**config.mk**
```make
export PLATFORM = sky130hd
export DESIGN_NAME = instr_mem_loader
export DESIGN_NICKNAME = d
export VERILOG_FILES = /design/src/rtl/instr_mem_loader_pkg.sv /design/src/rtl/instr_mem_loader_encoder.sv /design/src/rtl/instr_mem_loader.sv
export SDC_FILE = /design/constraint.sdc
export NUM_CORES = 1
export LEC_CHECK = 0
export CORE_MARGIN = 8
export CORE_UTILIZATION = 48
export CTS_CLUSTER_DIAMETER = 200
export DETAILED_ROUTE_END_ITERATION = 6
export PLACE_DENSITY_LB_ADDON = 0.12
export SLEW_MARGIN = 0
export SYNTH_ARGS = -nofsm -noshare
export SYNTH_HDL_FRONTEND = slang
export SYNTH_HIERARCHICAL = 1
export SYNTH_SLANG_ARGS = --single-unit
```
**constraint.sdc**
```tcl
create_clock -name clk -period 3 [get_ports clk]
set_clock_uncertainty 0.15 [all_clocks]
set_input_delay 0.6 -clock clk [delete_from_list [all_inputs] [get_ports clk]]
set_output_delay 0.6 -clock clk [all_outputs]
set_load 0.005 [all_outputs]
```
**src/rtl/instr_mem_loader_pkg.sv**
```systemverilog
// Shared definitions for the instruction loader and immediate generator:
// opcode classes, instruction field positions and loader state encoding.
package instr_mem_loader_pkg;

  localparam logic [1:0] OPC_I  = 2'b00;
  localparam logic [1:0] OPC_R  = 2'b01;
  localparam logic [1:0] OPC_S  = 2'b10;
  localparam logic [1:0] OPC_SB = 2'b11;

  localparam int unsigned OPCODE_LSB   = 0;
  localparam int unsigned RD_LSB       = 7;
  localparam int unsigned FUNCT3_LSB   = 12;
  localparam int unsigned RS1_LSB      = 15;
  localparam int unsigned RS2_LSB      = 20;
  localparam int unsigned FUNCT7_LSB   = 25;
  localparam int unsigned IMM_I_LSB    = 20;
  localparam int unsigned IMM_S_HI_LSB = 25;
  localparam int unsigned IMM_S_LO_LSB = 7;

  typedef enum logic [1:0] {
    IDLE = 2'd0,
    RUN  = 2'd1,
    DONE = 2'd2,
    FULL = 2'd3
  } state_t;

endpackage

```
**src/rtl/instr_mem_loader_encoder.sv**
```systemverilog
// Combinational field-to-word packer; opcode[6:5] selects the I/R/S layout.
module instr_encoder
  import instr_mem_loader_pkg::*;
(
  input  logic [6:0]  opcode,
  input  logic [4:0]  rd,
  input  logic [4:0]  rs1,
  input  logic [4:0]  rs2,
  input  logic [2:0]  funct3,
  input  logic [6:0]  funct7,
  input  logic [11:0] imm,
  output logic [31:0] word
);

  always_comb begin
    word = '0;
    word[OPCODE_LSB +: 7] = opcode;
    word[FUNCT3_LSB +: 3] = funct3;
    word[RS1_LSB +: 5]    = rs1;
    case (opcode[6:5])
      OPC_I: begin
        word[RD_LSB +: 5]     = rd;
        word[IMM_I_LSB +: 12] = imm;
      end
      OPC_R: begin
        word[RD_LSB +: 5]     = rd;
        word[RS2_LSB +: 5]    = rs2;
        word[FUNCT7_LSB +: 7] = funct7;
      end
      default: begin
        // S and SB share a layout; rd is not encoded
        word[RS2_LSB +: 5]      = rs2;
        word[IMM_S_HI_LSB +: 7] = imm[11:5];
        word[IMM_S_LO_LSB +: 5] = imm[4:0];
      end
    endcase
  end

endmodule

```
**src/rtl/instr_mem_loader.sv**
```systemverilog
// Accepts field bundles via valid/ready, encodes them and writes them
// sequentially into IMEM with one cycle of latency.
module instr_mem_loader
  import instr_mem_loader_pkg::*;
#(
  parameter int unsigned ADDR_W    = 6,
  parameter int unsigned DEPTH     = 64,
  parameter int unsigned BASE_ADDR = 0
) (
  input  logic              clk,
  input  logic              rst,
  input  logic              start,
  input  logic              in_valid,
  output logic              in_ready,
  input  logic [6:0]        in_opcode,
  input  logic [4:0]        in_rd,
  input  logic [4:0]        in_rs1,
  input  logic [4:0]        in_rs2,
  input  logic [2:0]        in_funct3,
  input  logic [6:0]        in_funct7,
  input  logic [11:0]       in_imm,
  input  logic              in_last,
  output logic              mem_we,
  output logic [ADDR_W-1:0] mem_addr,
  output logic [31:0]       mem_wdata,
  output logic [ADDR_W:0]   count,
  output logic              done,
  output logic              overflow
);

  localparam logic [ADDR_W:0]   DEPTH_C = DEPTH[ADDR_W:0];
  localparam logic [ADDR_W-1:0] BASE_C  = BASE_ADDR[ADDR_W-1:0];

  state_t              state;
  state_t              state_nxt;
  logic [ADDR_W:0]     accepts;
  logic [ADDR_W-1:0]   ptr;
  logic [31:0]         enc_word;
  logic                accept;
  logic                restart;

  assign accept   = in_valid && in_ready;
  assign restart  = start && (state != RUN);
  assign mem_addr = ptr;

  instr_encoder u_encoder (
    .opcode (in_opcode),
    .rd     (in_rd),
    .rs1    (in_rs1),
    .rs2    (in_rs2),
    .funct3 (in_funct3),
    .funct7 (in_funct7),
    .imm    (in_imm),
    .word   (enc_word)
  );

  always_ff @(posedge clk or posedge rst) begin
    if (rst) state <= IDLE;
    else     state <= state_nxt;
  end

  always_comb begin
    state_nxt = state;
    case (state)
      IDLE: if (start) state_nxt = RUN;
      RUN: begin
        if (accept) begin
          if (in_last)                           state_nxt = DONE;
          else if ((accepts + 1'b1) == DEPTH_C)  state_nxt = FULL;
        end
      end
      DONE, FULL: if (start) state_nxt = RUN;
      default:    state_nxt = IDLE;
    endcase
  end

  always_comb begin
    in_ready = (state == RUN) && (accepts < DEPTH_C);
    done     = (state == DONE);
    overflow = (state == FULL);
  end

  // Write stage runs regardless of state so the last accepted word still
  // lands in the first DONE/FULL cycle; a restart overrides the advance.
  always_ff @(posedge clk or posedge rst) begin
    if (rst) begin
      accepts   <= '0;
      ptr       <= BASE_C;
      count     <= '0;
      mem_we    <= 1'b0;
      mem_wdata <= '0;
    end else begin
      mem_we <= accept;
      if (accept) begin
        mem_wdata <= enc_word;
        accepts   <= accepts + 1'b1;
      end
      if (restart) begin
        accepts <= '0;
        ptr     <= BASE_C;
        count   <= '0;
      end else if (mem_we) begin
        ptr   <= ptr + 1'b1;
        count <= count + 1'b1;
      end
    end
  end

endmodule

```
### Word level (Yosys, flattened, before mapping)

Index checks and enable logic that the tools add are counted.

* multiplexer cells: 13
* order comparisons: 1
* shift-type cells: 0
* multipliers: 0
* reductions and logical operators: 10
* equal/unequal tests: 9
* add/sub/neg operators: 3
* bitwise logic cells: 0
* divide/modulo/power cells: 0

Operators by type and width (count)
* $mux 7: 4
* $pmux 12 s2: 1
* $add 7x1->7 const B: 2
* $mux 6: 2
* $mux 2: 4
* $eq 7x7->1 const B: 1
* $lt 7x7->1 const B: 1
* $add 6x1->6 const B: 1
* $mux 5: 1
* $eq 2x1->1 const B: 2
* $eq 2x2->1 const B: 2
* $logic_not 2->1: 2
* $ne 2x1->1 const B: 2
* $pmux 2 s2: 1
* $reduce_bool 2->1: 2
* $logic_and 1x1->1: 3
* $ne 3x3->1 const B: 1
* $reduce_and 3->1: 1
* $reduce_or 3->1: 1
* $ne 2x2->1 const B: 1
* $reduce_or 2->1: 1

* bits in writable memories: 0
* word-level logic and storage cells: 42
* memories kept: 0
* bits in latches: 0
* ROM bits: 0
* input port bits: 49
* register bits after elaboration: 55

### Longest topological paths before layout

Gate-level depths: netlist (run 1).

* depth in word-level cells: 6
* depth in mapped cells: 6

### Hierarchy

Netlist (run 1), hierarchy kept.

Modules (own cells, without submodules)
* instr_mem_loader: times used 1, cells an instance 240, seq. area each 1376.3 um^2, area each 2273.4 um^2
* instr_encoder: times used 1, cells an instance 36, seq. area each 0.0 um^2, area each 377.9 um^2

### Worst setup path before layout (run 1)

No wires, ideal clock.

* path type: input to register
* start: in in_opcode[6]
* end: reg mem_wdata[25]
* required time: 2.733 ns
* setup time: 0.117 ns
* arrival: 1.351 ns
* path buffers: 2
* setup slack: 1.383 ns
* cell stages on the path: 6
* cells stage by stage: buf_6 nand2b_4 buf_6 mux2_4 nand2_1 nand2_1

* cells in the longest elaborated chain, start to end: 2

RTL lines
* from (decl): RTL line instr_mem_loader.sv:15 `input logic [6:0] in_opcode,`
* $eq 2x1->1 or $logic_not 2->1 (tied branches): RTL line instr_mem_loader_encoder.sv:20 `case (opcode[6:5])`
* $pmux 12 s2 *: RTL line instr_mem_loader_encoder.sv:20
* via enc_word[25]: RTL line instr_mem_loader.sv:38 `logic [31:0] enc_word;`
* to (signal assigned): RTL line instr_mem_loader.sv:95 `mem_wdata <= enc_word;`
* to (decl): RTL line instr_mem_loader.sv:25 `output logic [31:0] mem_wdata,`

Mark *: on every way through the listed nets, which the timed path passes. The rest lies on a longest branch.
A chain may end at the register's enable or synchronous reset.

### Final worst setup path (run 1)

* start: reg state[1]
* end: out in_ready

* cells in the longest elaborated chain, start to end: 2

RTL lines
* from (decl): RTL line instr_mem_loader.sv:34 `state_t state;`
* from (signal assigned): RTL line instr_mem_loader.sv:59 `else state <= state_nxt;`
* $eq 2x1->1: RTL line instr_mem_loader.sv:78 `in_ready = (state == RUN) && (accepts < DEPTH_C);`
* $logic_and 1x1->1: RTL line instr_mem_loader.sv:78
* to (decl): RTL line instr_mem_loader.sv:14 `output logic in_ready,`

No other way between the ends.

==> metrics.txt, run 1 <==
Die W=90.3 µm; top cells by area, synth=dfrtp_1 52%, nand2_1 15%, buf_4 4.2%; Most Crowded Layer GR=met2; Total Neg Setup Slack=0 ps; Setup WS pre-CTS=686 ps; Top FF cell, synth=dfrtp_1; cts bufs inserted=5; Setup Fix Bufs, Post-CTS=0; Post-synth ARST share=100%; vias in the first global route=2254; Yosys reg bits=55; Wirelength per Cell=14.8 µm; Vias/cell=4.89; final std cells w/o fill=between 400 and 500; max-cap violation count=0; WP data required=2250 ps; Final Cycle Share=77.1%; highest clock rate=432 MHz; worst path arrival time=between 1500 and 2000 ps; ratio of cells with drive above 1 in the final layout=about 10%; worst hold path depth=2; placed cells=423; DR iter-0 viols=41; Worst R2R Path Depth=5; Starting Density=49.1%; PD cells=628 mW/mm²; 1st-pass router iterations=4; Max rail drop VDD=roughly 0.00033 V; number of synthesized flops with an enable pin=0; M2 GR Usage=24.9%; layout net count=between 400 and 500; Post-Route WL=6.39 mm; Skew-Pair Late Insertion Delay=310 ps; Total GRT Usage=15.8%; diode count=0; Setup CP Type=reg -> out; clk slew on worst S/H paths=100 ps; Final Core Density=68.0%; Leak=1.72 nW; antenna viol nets, final=0; M1 GR Usage=18.3%; Setup WS post-layout=686 ps; vias=between 2000 and 2500; global routing usage on met3=8.15%; final-report max-slew violation count=0; RSZ-0062 raised after global routing=no; # rows=27; most frequent cells in the layout=106 x nand2_1, 97 x clkdlybuf4s50_1, 55 x dfrtp_1, 15 x nor2_1, 10 x mux2_2; CP max FO=6; PostCTS Resize Cnt=0; remaining global-route overflow=0; DRC viols=0; Cells after Synth=~280; area leader, netlist=dfrtp_1; Hold Buf Count CTS=0; min Tclk post-route=2310 ps; Area Growth Syn to Fin=38.6%; Worst Max-Slew Pin Slew=~520 ps; # IOs=between 90 and 100; Core Footprint=0.00541 mm²; Die Area=just over 0.008 mm²; min-delay worst type=reg -> reg; Synth warnings=6; synthesized area per cell=9.61 µm²; CTS max path bufs=2; Final Cell Area=between 0.003 and 0.004 mm²; synthesized cell area=between 0.002 and 0.003 mm²; height of the die=90.3 µm; # setup viols final=0; number of H-tree levels=2; first-pass GRT wire length=10.7 mm; CP Launch Type=flop; status=complete, no violations; Hold Vio Cnt, Final=0; post-synth top area share=51.9%; Final Wtd Congestion=0.751; most common cell after layout, fill and taps aside=nand2_1; sequential area share after synthesis=51.9%; CTS Sinks=between 50 and 60; # port buffers=slightly below 100; WHS=334 ps; Mapped Nets=around 330; largest net degree at the start of global routing=31; DPL Wire Length=4.88 mm; CP Capture Type=primary output; power consumption=2.31 mW; Placed Instance Area=0.00356 mm²; Yosys cell types=34; CTS tree=done; initial antenna violation count=0; CTS Root Cell=clkbuf_8; relative slew slack=between 60% and 70%
[area by class of cell]
cell class	count	area, µm²
Fill cell	424	1730
Sequential cell	55	1380
Multi-Input combinational cell	190	1070
Timing Repair Buffer	102	1010
Tap cell	72	90.1
Clock buffer	5	68.8
Clock inverter	3	47.5
Inverter	4	15.0
[power breakdown]
part | switching [mW] | internal, mW | leakage (nW)
registers | 0.137 | 0.913 | 0.702
clock network | 0.250 | 0.253 | 0.0587
logic | 0.293 | 0.459 | 0.959
total | 0.680 | 1.63 | 1.72
[critical path, stage by stage (launching register included)]
cell	delay, ps
dfrtp_1	440
nand2b_1	210
nor2_1	110
clkdlybuf4s50_1	510
[kinds of logic after synthesis]
| family | count (synthesis) | synth area share, % |
|---|---|---|
| XOR/XNOR | 10 | 3.30 |
| AND/OR/NAND/NOR | 139 | 21.9 |
| buffers and inverters | 31 | 8.02 |
| flip-flops | 55 | 51.9 |
| AO/OA/AOI/OAI | 19 | 4.44 |
| adder cells (fa/ha/maj) | 3 | 1.42 |
| multiplexers | 19 | 8.97 |
[sequential cells by signal (all words and copies together) (netlist names)]
name / cells
count: 7
mem_wdata: 32
state: 2
mem_we: 1
accepts: 7
mem_addr: 6
[cells in the mapped netlist (2+ instances only)]
cell type,instances
mux2_4,7
inv_1,3
mux2i_1,2
buf_2,8
mux2_2,10
ha_1,3
dfrtp_1,55
nor2_1,15
nand3_1,2
nand4_1,4
buf_4,15
nand2_1,106
a31oi_1,2
xnor2_1,2
o21ai_0,8
a21oi_1,3
xor2_1,8
or3_1,3
and2_1,2
buf_6,4
[worst paths after layout]
check	endpoint	slack (ps)	start
max	in_ready	690	state[1]
min	mem_wdata[4]	330	mem_wdata[4]
max reg2reg	mem_wdata[10]	1370	state[1]
min reg2reg	mem_wdata[4]	330	mem_wdata[4]
max in group asynchronous	state[1]	1600	rst
min in group asynchronous	count[0]	450	rst
[metal layers]
metal | routed length [µm] | vias up
li1 | - | 1033
met1 | 2690 | 1000
met2 | 2960 | 65
met3 | 650 | 9
met4 | 85 | 0
met5 | 0 | -
Note: power is estimated with default switching activity, not from simulation.
==> run 2: changes to the inputs <==
CORE_UTILIZATION = 44   (was 48)
clock period = 2.4 ns   (was 3 ns; I/O delays follow)
==> metrics.txt, run 2 (synthesis results as in run 1) <==
min-delay worst type=reg -> reg; Final Cycle Share=92.0%; clk slew on worst S/H paths=90 ps (about the same); Leak=1.73 nW (+0.44%); status=complete, no violations; Die Area=0.00877 mm² (+7.5%); CP Capture Type=primary output; relative slew slack=63.3% (-2.2 points); antenna viol nets, final=0 (unchanged); CP Cell Sequence=nand2b_1 -> nor2_1 -> clkdlybuf4s50_1; final-report max-slew violation count=0 (unchanged); Area Growth Syn to Fin=39.1%; Total GRT Usage=14.6% (-1.2 points); Worst Max-Slew Pin Slew=551 ps (+33.4 ps); initial antenna violation count=0 (unchanged); most frequent cells in the layout=106 x nand2_1, 97 x clkdlybuf4s50_1, 55 x dfrtp_1, 15 x nor2_1, 10 x mux2_2; number of H-tree levels=2 (unchanged); max reg flops=32 (unchanged); metal2 WL=2.80 mm (-5.4%); biggest regs=mem_wdata: 32 flops, accepts: 7 flops, count: 7 flops; # port buffers=97 (unchanged); # rows=28 (+3.7%); highest routed layer=met4; Core Footprint=0.00589 mm² (+8.9%); Max rail drop VDD=0.000392 V (+20%); Final Core Density=62.7% (-5.3 points); power consumption=2.82 mW (+22%); CTS max path bufs=2 (unchanged); min Tclk post-route=2210 ps; Met3 Wirelength=654 µm (+0.62%); 1st-pass router iterations=5 (+1); Wirelength per Cell=14.6 µm (-1.4%); DR iter-0 viols=138 (+240%); # setup viols final=0 (unchanged); worst path arrival time=1580 ps (+20 ps); CP max stage delay=500 ps (about the same); CTS tree=done; max-cap violation count=0 (unchanged); height of the die=93.6 µm (+3.7%); launch point of the worst reg-to-reg path=state[1]; cts bufs inserted=5 (unchanged); Post-Route WL=6.37 mm (-0.25%); Setup Fix Bufs, Post-CTS=0 (unchanged); Die W=93.6 µm (+3.7%); Metal-1 WL=2.83 mm (+5.1%); Hold Vio Cnt, Final=0 (unchanged); Filler cells=513 (+21%); Hold Buf Count CTS=0 (unchanged); largest net degree at the start of global routing=56 (+81%); vias in the first global route=2140 (-5.1%); CP Launch Type=flop; Final Wtd Congestion=0.784 (+4.4%); Starting Density=45.0% (-4.0 points); # IOs=98 (unchanged); Skew-Pair Late Insertion Delay=300 ps (about the same); most common cell after layout, fill and taps aside=nand2_1; Setup CP Type=reg -> out; Placed Instance Area=0.00359 mm² (+0.88%); WP data required=1770 ps (-480 ps); highest clock rate=453 MHz; Top reg by flops=mem_wdata; Total Neg Setup Slack=0 ps (unchanged); layout net count=412 (+0.49%); diode count=0 (unchanged); RSZ-0062 raised after global routing=no; DPL Wire Length=4.77 mm (-2.2%); PD cells=764 mW/mm² (+22%); PostCTS Resize Cnt=0 (unchanged); DRC viols=0 (unchanged); hold_sp=mem_wdata[27]; Register Area=0.00138 mm² (unchanged); Vias/cell=4.85 (-0.77%); vias=2115 (+0.38%); CP max FO=6 (unchanged); multi-input logic area=0.00107 mm² (unchanged); Slowest cell on crit path=clkdlybuf4s50_1; Final Cell Area=0.00369 mm² (+0.41%); CTS Sinks=55 (unchanged); remaining global-route overflow=0 (unchanged); CTS Root Cell=clkbuf_8; first-pass GRT wire length=10.2 mm (-4.1%); ratio of cells with drive above 1 in the final layout=10.2% (+0.22 points); CP startpoint=state[1]
==> run 2: metrics by stage <==
step           hold slack (ps)  std cells  setup WS (ps)
6_report                   327        436            192
5_1_grt                    362        436            112
4_1_cts                    333        436            171
3_5_place_dp               311        428            391
3_3_place_gp               307        428            420
2_1_floorplan              295        276            427
==> run 2: power breakdown <==
group	leakage (nW)	switching, mW	total (mW)	internal (mW)
logic	0.974	0.378	0.961	0.582
registers	0.702	0.163	1.31	1.14
clock network	0.0515	0.287	0.551	0.264
total	1.73	0.829	2.82	1.99
==> run 2: path summary, 6_finish.rpt <==
path                            endpoint  depth (start not counted)  slack (ps)
min in group asynchronous     accepts[1]                          3         370
setup reg to reg              accepts[3]                          5         830
max in group asynchronous   mem_wdata[0]                          3        1470
setup / recovery                in_ready                          3         190
hold / removal             mem_wdata[27]                          2         330
hold reg to reg            mem_wdata[27]                          2         330
==> run 2: worst max-delay path: cells and delay by family (launching register included) <==
kind                   cells  cell delay (ps)
buffers and inverters      1              500
DFF                        1              440
and+or+nand+nor            2              320
==> run 2: metal layers <==
layer	global-route usage [%]	vias up
met5	0	-
met4	4.76	0
met3	6.81	8
met2	21.8	73
met1	18.1	992
li1	-	1042
==> run 2: layout make-up <==
cell class | instances | area share (%)
clock buffer | 8 | 2.71
inverter | 4 | 0.407
timing repair buffer | 104 | 28.1
tap | 75 | 2.54
sequential | 55 | 37.3
multi-input combinational | 190 | 28.9
==> run 3: changes to the inputs <==
CAP_MARGIN = 25   (was not set)
==> results of run 3 <==
Final layout, timing and power as in run 2 (identical DEF).
